<file path="config.mk">
export PLATFORM = sky130hd
export DESIGN_NAME = buf_col_sched
export DESIGN_NICKNAME = d
export VERILOG_FILES = /design/src/rtl/buf_col_sched_pkg.sv /design/src/rtl/buf_col_sched_col_counter.sv /design/src/rtl/buf_col_sched.sv
export SDC_FILE = /design/constraint.sdc
export NUM_CORES = 1
export LEC_CHECK = 0
export ABC_CLOCK_PERIOD_IN_PS = 3490
export BUFFER_PORTS_ARGS = -buffer_cell sky130_fd_sc_hd__buf_2
export CORE_UTILIZATION = 40
export CTS_CLUSTER_DIAMETER = 60
export DETAILED_ROUTE_END_ITERATION = 8
export MAX_ROUTING_LAYER = met4
export SLEW_MARGIN = 20
export SYNTH_ARGS = -nofsm -noshare
export SYNTH_HDL_FRONTEND = slang
export SYNTH_SLANG_ARGS = --single-unit
</file>
<file path="constraint.sdc">
create_clock -name CLK -period 3.49 [get_ports CLK]
set_clock_uncertainty 0.05 [all_clocks]
set_input_delay 0.5235 -clock CLK [delete_from_list [all_inputs] [get_ports CLK]]
set_output_delay 0.5235 -clock CLK [all_outputs]
set_load 0.05 [all_outputs]
</file>
<file path="src/rtl/buf_col_sched_pkg.sv">
// Shared definitions for the buffer column scheduler: FSM encoding,
// buffer/window geometry and the modulo column increment.
package buf_col_sched_pkg;

  typedef enum logic [1:0] {
    ST_IDLE = 2'd0,
    ST_FILL = 2'd1,
    ST_RUN  = 2'd2,
    ST_DONE = 2'd3
  } state_t;

  localparam int BUF_COLS = 4;
  localparam int WIN_COLS = 3;
  localparam int COL_W    = $clog2(BUF_COLS);

  // Buffer columns form a ring, so the increment wraps naturally at BUF_COLS.
  function automatic logic [COL_W-1:0] col_inc(input logic [COL_W-1:0] col);
    return col + COL_W'(1);
  endfunction

endpackage

</file>
<file path="src/rtl/buf_col_sched_col_counter.sv">
// Holds the buffer column currently being written; loaded only on
// column completion by the scheduler.
module reg_buf_col_counter
  import buf_col_sched_pkg::*;
(
  input  logic             CLK,
  input  logic             RST_ASYNC_N,
  input  logic             we_i,
  input  logic [COL_W-1:0] d_i,
  output logic [COL_W-1:0] q_o
);

  logic [COL_W-1:0] col_q;

  // Column register with load enable.
  always_ff @(posedge CLK or negedge RST_ASYNC_N) begin
    if (!RST_ASYNC_N) begin
      col_q <= '0;
    end else if (we_i) begin
      col_q <= d_i;
    end else begin
      col_q <= col_q;
    end
  end

  assign q_o = col_q;

endmodule

</file>
<file path="src/rtl/buf_col_sched.sv">
// Schedules pixel writes into a 4-column ring buffer and hands out
// 3-column windows, stalling input when a finished column has no free slot.
module buf_col_sched
  import buf_col_sched_pkg::*;
#(
  parameter int ROWS = 8,
  parameter int COLS = 16
) (
  input  logic                    CLK,
  input  logic                    RST_ASYNC_N,
  input  logic                    START,
  input  logic                    PIX_VALID,
  output logic                    PIX_READY,
  output logic                    BUF_WE,
  output logic [$clog2(ROWS)-1:0] BUF_ROW,
  output logic [COL_W-1:0]        BUF_COL,
  output logic                    COL_REG_WE,
  output logic [COL_W-1:0]        COL_REG_D,
  output logic                    WIN_VALID,
  input  logic                    WIN_READY,
  output logic [COL_W-1:0]        WIN_COL,
  output logic                    BUSY,
  output logic                    DONE
);

  localparam int ROW_W = $clog2(ROWS);
  localparam int CNT_W = $clog2(COLS + 1);
  localparam logic [ROW_W-1:0] ROW_LAST  = ROW_W'(ROWS - 1);
  localparam logic [CNT_W-1:0] CNT_ALL   = CNT_W'(COLS);
  localparam logic [CNT_W-1:0] CNT_FIRST = CNT_W'(WIN_COLS - 1);

  state_t           state_q, state_d;
  logic [ROW_W-1:0] row_q, row_d;
  logic [CNT_W-1:0] cnt_q, cnt_d;
  logic             win_valid_q, win_valid_d;
  logic [COL_W-1:0] win_col_q, win_col_d;
  logic             pend_q, pend_d;

  logic             pix_ready_s;
  logic             accept_s;
  logic             col_done_s;
  logic             hs_s;
  logic [COL_W-1:0] buf_col_s;

  reg_buf_col_counter u_col_reg (
    .CLK         (CLK),
    .RST_ASYNC_N (RST_ASYNC_N),
    .we_i        (col_done_s),
    .d_i         (COL_REG_D),
    .q_o         (buf_col_s)
  );

  // Input is refused while a completed column waits for a window slot.
  assign pix_ready_s = ((state_q == ST_FILL) || (state_q == ST_RUN)) &&
                       (cnt_q != CNT_ALL) && !pend_q;
  assign accept_s    = PIX_VALID && pix_ready_s;
  assign col_done_s  = accept_s && (row_q == ROW_LAST);
  assign hs_s        = win_valid_q && WIN_READY;

  // Next-state for FSM, row/column counters and window tracking.
  always_comb begin
    state_d     = state_q;
    row_d       = row_q;
    cnt_d       = cnt_q;
    win_valid_d = win_valid_q;
    win_col_d   = win_col_q;
    pend_d      = pend_q;

    if (accept_s) begin
      if (col_done_s) begin
        row_d = '0;
        cnt_d = cnt_q + CNT_W'(1);
      end else begin
        row_d = row_q + ROW_W'(1);
      end
    end else begin
      row_d = row_q;
    end

    // A window-forming completion racing a handshake simply replaces the
    // consumed window, so no pending slot is needed.
    if (col_done_s && (cnt_q >= CNT_FIRST)) begin
      if (!win_valid_q) begin
        win_valid_d = 1'b1;
      end else if (hs_s) begin
        win_col_d = col_inc(win_col_q);
      end else begin
        pend_d = 1'b1;
      end
    end else if (hs_s) begin
      win_col_d = col_inc(win_col_q);
      if (pend_q) begin
        pend_d = 1'b0;
      end else begin
        win_valid_d = 1'b0;
      end
    end else begin
      win_col_d = win_col_q;
    end

    case (state_q)
      ST_IDLE: begin
        if (START) begin
          state_d   = ST_FILL;
          row_d     = '0;
          cnt_d     = '0;
          win_col_d = buf_col_s;
        end else begin
          state_d = ST_IDLE;
        end
      end
      ST_FILL: begin
        if (col_done_s && (cnt_q == CNT_FIRST)) begin
          state_d = ST_RUN;
        end else begin
          state_d = ST_FILL;
        end
      end
      ST_RUN: begin
        if ((cnt_q == CNT_ALL) && !win_valid_q && !pend_q) begin
          state_d = ST_DONE;
        end else begin
          state_d = ST_RUN;
        end
      end
      ST_DONE: begin
        state_d = ST_IDLE;
        cnt_d   = '0;
      end
      default: begin
        state_d = ST_IDLE;
      end
    endcase
  end

  // State registers.
  always_ff @(posedge CLK or negedge RST_ASYNC_N) begin
    if (!RST_ASYNC_N) begin
      state_q     <= ST_IDLE;
      row_q       <= '0;
      cnt_q       <= '0;
      win_valid_q <= 1'b0;
      win_col_q   <= '0;
      pend_q      <= 1'b0;
    end else begin
      state_q     <= state_d;
      row_q       <= row_d;
      cnt_q       <= cnt_d;
      win_valid_q <= win_valid_d;
      win_col_q   <= win_col_d;
      pend_q      <= pend_d;
    end
  end

  assign PIX_READY  = pix_ready_s;
  assign BUF_WE     = accept_s;
  assign BUF_ROW    = row_q;
  assign BUF_COL    = buf_col_s;
  assign COL_REG_WE = col_done_s;
  assign COL_REG_D  = col_done_s ? col_inc(buf_col_s) : '0;
  assign WIN_VALID  = win_valid_q;
  assign WIN_COL    = win_col_q;
  assign BUSY       = (state_q != ST_IDLE);
  assign DONE       = (state_q == ST_DONE);

endmodule

</file>
# Word level (Yosys, flattened, before mapping)
# Cells that the tools add are included.
[totals] inputBits=5 out_inout_bits=15 elab_cells=64 reg_bits=16
[op_classes] n_reduce_logical=17 muxes=25 n_lt_le_gt_ge=1 eq_ne=10 add_sub_neg=4
[op_table] operator="5-bit 2-to-1 mux" count=3
[op_table] operator="2-bit 2-to-1 mux" count=7
[op_table] operator="3-bit 2-to-1 mux" count=4
[op_table] operator="5-bit case mux with 2 select lines" count=1
[op_table] operator="1-bit logical AND" count=9
[op_table] operator="1-bit 2-to-1 mux" count=9
[op_table] operator="2-bit case mux with 4 select lines" count=1
[op_table] operator="5-bit by 1-bit adder with 5-bit output (second input constant)" count=1
[op_table] operator="5-bit by 2-bit equality test with 1-bit output (second input constant)" count=1
[op_table] operator="5-bit equality test (second input constant)" count=1
[op_table] operator="5-bit by 2-bit >= comparator with 1-bit output (second input constant)" count=1
[op_table] operator="5-bit != test (second input constant)" count=1
[op_table] operator="2-bit by 1-bit adder with 2-bit output (second input constant)" count=2
[op_table] operator="2-bit equality test (second input constant)" count=2
[op_table] operator="2-bit != test (second input constant)" count=2
[op_table] operator="2-bit nonzero test" count=2
[op_table] operator="3-bit by 1-bit adder with 3-bit output (second input constant)" count=1
[op_table] operator="3-bit equality test (second input constant)" count=1
[op_table] operator="3-bit AND reduction" count=1
[op_table] operator="2-bit by 1-bit equality test with 1-bit output (second input constant)" count=1
[op_table] operator="1-bit zero test" count=2
[op_table] operator="2-bit zero test" count=1
[op_table] operator="2-bit by 1-bit != test with 1-bit output (second input constant)" count=1
[op_table] operator="2-bit AND reduction" count=1
[op_table] operator="1-bit logical OR" count=1

# Logic depth before layout (Yosys ltp)
[logic_depth] ltp_word=10 mapped_depth=6 depth_no_buf=5

# Modules after synthesis
# From an unflattened synthesis, not the netlist that was laid out.
[unflattened] hier_cells=97 area_unflattened_um2=963.4
[by_module_without_submodules] module="buf_col_sched" cells_per_inst=93 instances=1 seq_area_each_um2=350.3 area_each_um2=890.9
[by_module_without_submodules] module="reg_buf_col_counter" cells_per_inst=4 instances=1 seq_area_each_um2=50.0 area_each_um2=72.6

# Worst setup path before layout
# No wires, ideal clock.
[synth_timing] path_kind="reg-to-output" start="reg row_q[0] (netlist: BUF_ROW[0])" end="out COL_REG_D[1]" required_ps=2917 path_stages_with_launch=7 path_slack_ps=771 arrival_ps=2146 n_path_buf=1 cell_sequence="dfrtp_1 ha_1 ha_1 and4b_1 buf_2 nand2_1 nor2_1"
[synth_between] elab_chain_cells=3
[synth_rtl] element="start: declaration" line_no="buf_col_sched.sv:33" source="logic [ROW_W-1:0] row_q, row_d;"
[synth_rtl] element="start signal: assignment" line_no="buf_col_sched.sv:147" source="row_q <= row_d;"
[synth_rtl] element="3-bit equality test" line_no="buf_col_sched.sv:57" source="assign col_done_s = accept_s && (row_q == ROW_LAST);"
[synth_rtl] element="1-bit logical AND" line_no="buf_col_sched.sv:57"
[synth_rtl] element="2-bit 2-to-1 mux" line_no="buf_col_sched.sv:160" source="assign COL_REG_D = col_done_s ? col_inc(buf_col_s) : '0;"
[synth_rtl] element="end: declaration" line_no="buf_col_sched.sv:18" source="output logic [COL_W-1:0] COL_REG_D,"
# Every way passes these cells.

# Worst setup path in the final report
[layout_timing] start="reg state_q[0]" end="out COL_REG_D[1]"
[layout_between] elab_chain_cells=7 word_cells_on_any_way=8 cone_classes="eq/ne: 2; mux: 1; reduce/logical: 5"
[layout_rtl] element="start: declaration" line_no="buf_col_sched.sv:32" source="state_t state_q, state_d;"
[layout_rtl] element="start signal: assignment" line_no="buf_col_sched.sv:146" source="state_q <= state_d;"
[layout_rtl] element="2-bit by 1-bit equality test with 1-bit output / 2-bit equality test (equally long branches)" line_no="buf_col_sched.sv:54" source="assign pix_ready_s = ((state_q == ST_FILL) || (state_q == ST_RUN)) &&"
[layout_rtl] element="1-bit logical OR (*)" line_no="buf_col_sched.sv:54"
[layout_rtl] element="1-bit logical AND (*)" line_no="buf_col_sched.sv:54"
[layout_rtl] element="1-bit logical AND (*)" line_no="buf_col_sched.sv:55" source="(cnt_q != CNT_ALL) && !pend_q;"
[layout_rtl] element="1-bit logical AND (*)" line_no="buf_col_sched.sv:56" source="assign accept_s = PIX_VALID && pix_ready_s;"
[layout_rtl] element="1-bit logical AND (*)" line_no="buf_col_sched.sv:57"
[layout_rtl] element="2-bit 2-to-1 mux (*)" line_no="buf_col_sched.sv:160"
# Every way passes the cells marked *; elsewhere a longest branch is shown, timed or not.

==> impl_metrics.json <==
{
  "status": "complete, no violations",
  "clk_latency_ns": 0.29,
  "worst_setup_path_start_kind": "flop",
  "synth_seq_cells": 16,
  "first_global_vias": 730,
  "cts_tree": "yes",
  "cts-root-buf": "clkbuf_4",
  "synth-seq-area-share": 0.419,
  "cp.required_ns": 2.92,
  "r2r-end": "u_col_reg.q_o[0]$_DFFE_PN0N_",
  "path_class": "reg2out",
  "slowest_stage": "dfrtp_1",
  "utilization": 0.491,
  "fp.dieW_um": 50.9,
  "cts-resized-gates": 0,
  "yosys_warnings": 0,
  "postSynthNetCount": 115,
  "gp_congestion": 0.843,
  "post_cts_buffers": 0,
  "max_cap_viol_count": 0,
  "grtUsageTotal": 0.177,
  "netlist_instances": 101,
  "syn-mean-instance-area_um2": 9.45,
  "rr_startpoint": "state_q[0]$_DFF_PN0_",
  "drt-vias-per-instance": 5.46,
  "p_per_area_mw_per_mm2": 615,
  "r2r_slack_ns": 1.64,
  "crit_fanout": 9,
  "cp-end-kind": "primary output",
  "core_area_mm2": 0.00223,
  "cts.sink_count": 16,
  "post_route_cells_drive_above_1_share": 0.192,
  "slowest_delay_ns": 0.43,
  "cp_data_arrival_time_ns": 2.21,
  "wirelength_um": 1970,
  "synth_cell_types": 30,
  "cts_buffers": 3,
  "floorplan.initialDensity": 0.427,
  "rsz0062_at_grt": "false",
  "cts_buffer_depth": 2,
  "antenna_found_initial": 0,
  "fmax_ghz": 0.359,
  "synthFlopType": "dfrtp_1",
  "power_leakage_nw": 0.558,
  "ir_drop_mv": 0.246,
  "h-tree-depth": 1,
  "path_cells": "inv_1 > ha_1 > and4b_1 > nand2_1 > nor2_1 > buf_2",
  "slew_viol_final": 0,
  "vias": 808,
  "reg2regPathDepth": 5,
  "syn_area_um2": 955,
  "wl_per_cell_um": 13.3,
  "ant_nets": 0,
  "grt_pass1_wl_um": 3310,
  "relSlewSlack": 0.652,
  "rows": 17,
  "finalSetupViolCount": 0,
  "grt_max_degree": 17,
  "final.min_clock_period_ns": 2.79,
  "synth-edff-count": 0,
  "syn2layout_area_growth_pct": 14.9,
  "final_cell_mix": "buf_2 (19), dfrtp_1 (16), o21ai_0 (11)",
  "tns_ns": 0,
  "worst_slew_pin_slew_ns": 0.515,
  "detailed_place_hpwl_um": 1460,
  "synthArstFlopShare": 1.00,
  "die_h_um": 50.9,
  "drtPass1Iterations": 4,
  "numPortBuffers": 19,
  "overflow": 0,
  "drc": 0,
  "holdBufCountCts": 0,
  "layout_commonest_cell": "buf_2",
  "hold_class": "in2async",
  "hold_viol": 0,
  "ioPinCount": 20,
  "diodes": 0,
  "dieArea_mm2": 0.00259,
  "drtIter0Drc": 11,
  "final_nets": 136,
  "path_clk_slew_ns": 0.09,
  "period_share": 0.799
}
## metal layers
layer | share of wire | vias up | global-route usage
met1 | 0.48 | 389 | 0.224
met2 | 0.46 | 18 | 0.278
met5 | 0 | - | -
met4 | 0.0096 | 0 | 0.0694
li1 | - | 397 | -
met3 | 0.042 | 4 | 0.0387
## critical path, delay by kind of cell (launching register included)
kind / cells / cell delay, ns
buf+inv: 2 / 0.35
simple gates: 3 / 0.73
flops: 1 / 0.43
fa+ha+maj: 1 / 0.42
## power breakdown
part / leakage, nW / total, mW / switching (mW) / internal [mW]
Combinational: 0.326 / 0.324 / 0.238 / 0.0868
Sequential: 0.218 / 0.253 / 0.0355 / 0.217
Clock: 0.0138 / 0.0975 / 0.0574 / 0.0401
Total: 0.558 / 0.675 / 0.330 / 0.344
## registers in the layout, indices dropped and copies added (netlist names), named ones only
register       flops
u_col_reg.q_o      2
pend_q             1
WIN_VALID          1
BUF_ROW            3
cnt_q              5
state_q            1
WIN_COL            2
## synthesized netlist by cell type (all sizes together) (2+ instances only)
cell     n  share of area
ha       9           0.12
o21ai   14          0.073
nand4b   2          0.018
xnor2    3          0.028
buf      2          0.010
nor2     5          0.020
inv      7          0.028
dfrtp   16           0.42
clkbuf   2         0.0079
nand4    2          0.013
nand3    7          0.037
nand2    7          0.028
xor2     2          0.018
a21oi    6          0.031
mux2i    3          0.031
## final cells by class
type,count,area [um2]
well taps,28,35.0
clock buffers,3,22.5
flip-flops and latches,16,400
repair buffers,20,103
inverters,7,26.3
multi-input cells,74,510
fillers,217,1140
## worst max path at each step
stage | depth (start not counted) | slack, ns | endpoint | startpoint
floorplan | 6 | 0.77 | COL_REG_D[1] | BUF_ROW[0]$_DFF_PN0_
global placement | 6 | 1.13 | COL_REG_D[1] | state_q[0]$_DFF_PN0_
detailed placement | 6 | 1.07 | COL_REG_D[1] | state_q[0]$_DFF_PN0_
CTS | 6 | 0.72 | COL_REG_D[1] | state_q[0]$_DFF_PN0_
global route | 6 | 0.54 | COL_REG_D[1] | state_q[0]$_DFF_PN0_
finish | 6 | 0.70 | COL_REG_D[1] | state_q[0]$_DFF_PN0_
## through the flow
| stage | setup WS (ns) | cells | power, mW | hold slack [ns] | instance area (um2) |
|---|---|---|---|---|---|
| global placement | 1.13 | 145 | 0.574 | 0.406 | 1070 |
| floorplan | 0.771 | 101 | 0.507 | 0.178 | 955 |
| finish | 0.703 | 148 | 0.675 | 0.0831 | 1100 |
| detailed placement | 1.07 | 145 | 0.580 | 0.412 | 1070 |
| global route | 0.545 | 148 | 0.720 | 0.107 | 1100 |
| CTS | 0.720 | 148 | 0.679 | 0.0939 | 1100 |
## logic make-up (layout without fill, tap and decap cells)
| family | count (synthesis) | count (layout) | synth area share |
|---|---|---|---|
| adder cells (fa/ha/maj) | 9 | 9 | 0.118 |
| buffers and inverters | 11 | 30 | 0.0459 |
| AO/OA/AOI/OAI | 23 | 23 | 0.128 |
| XOR/XNOR | 5 | 5 | 0.0459 |
| flip-flops | 16 | 16 | 0.419 |
| AND/OR/NAND/NOR | 34 | 34 | 0.211 |
| multiplexers | 3 | 3 | 0.0315 |
(Power assumes the default switching activity.)
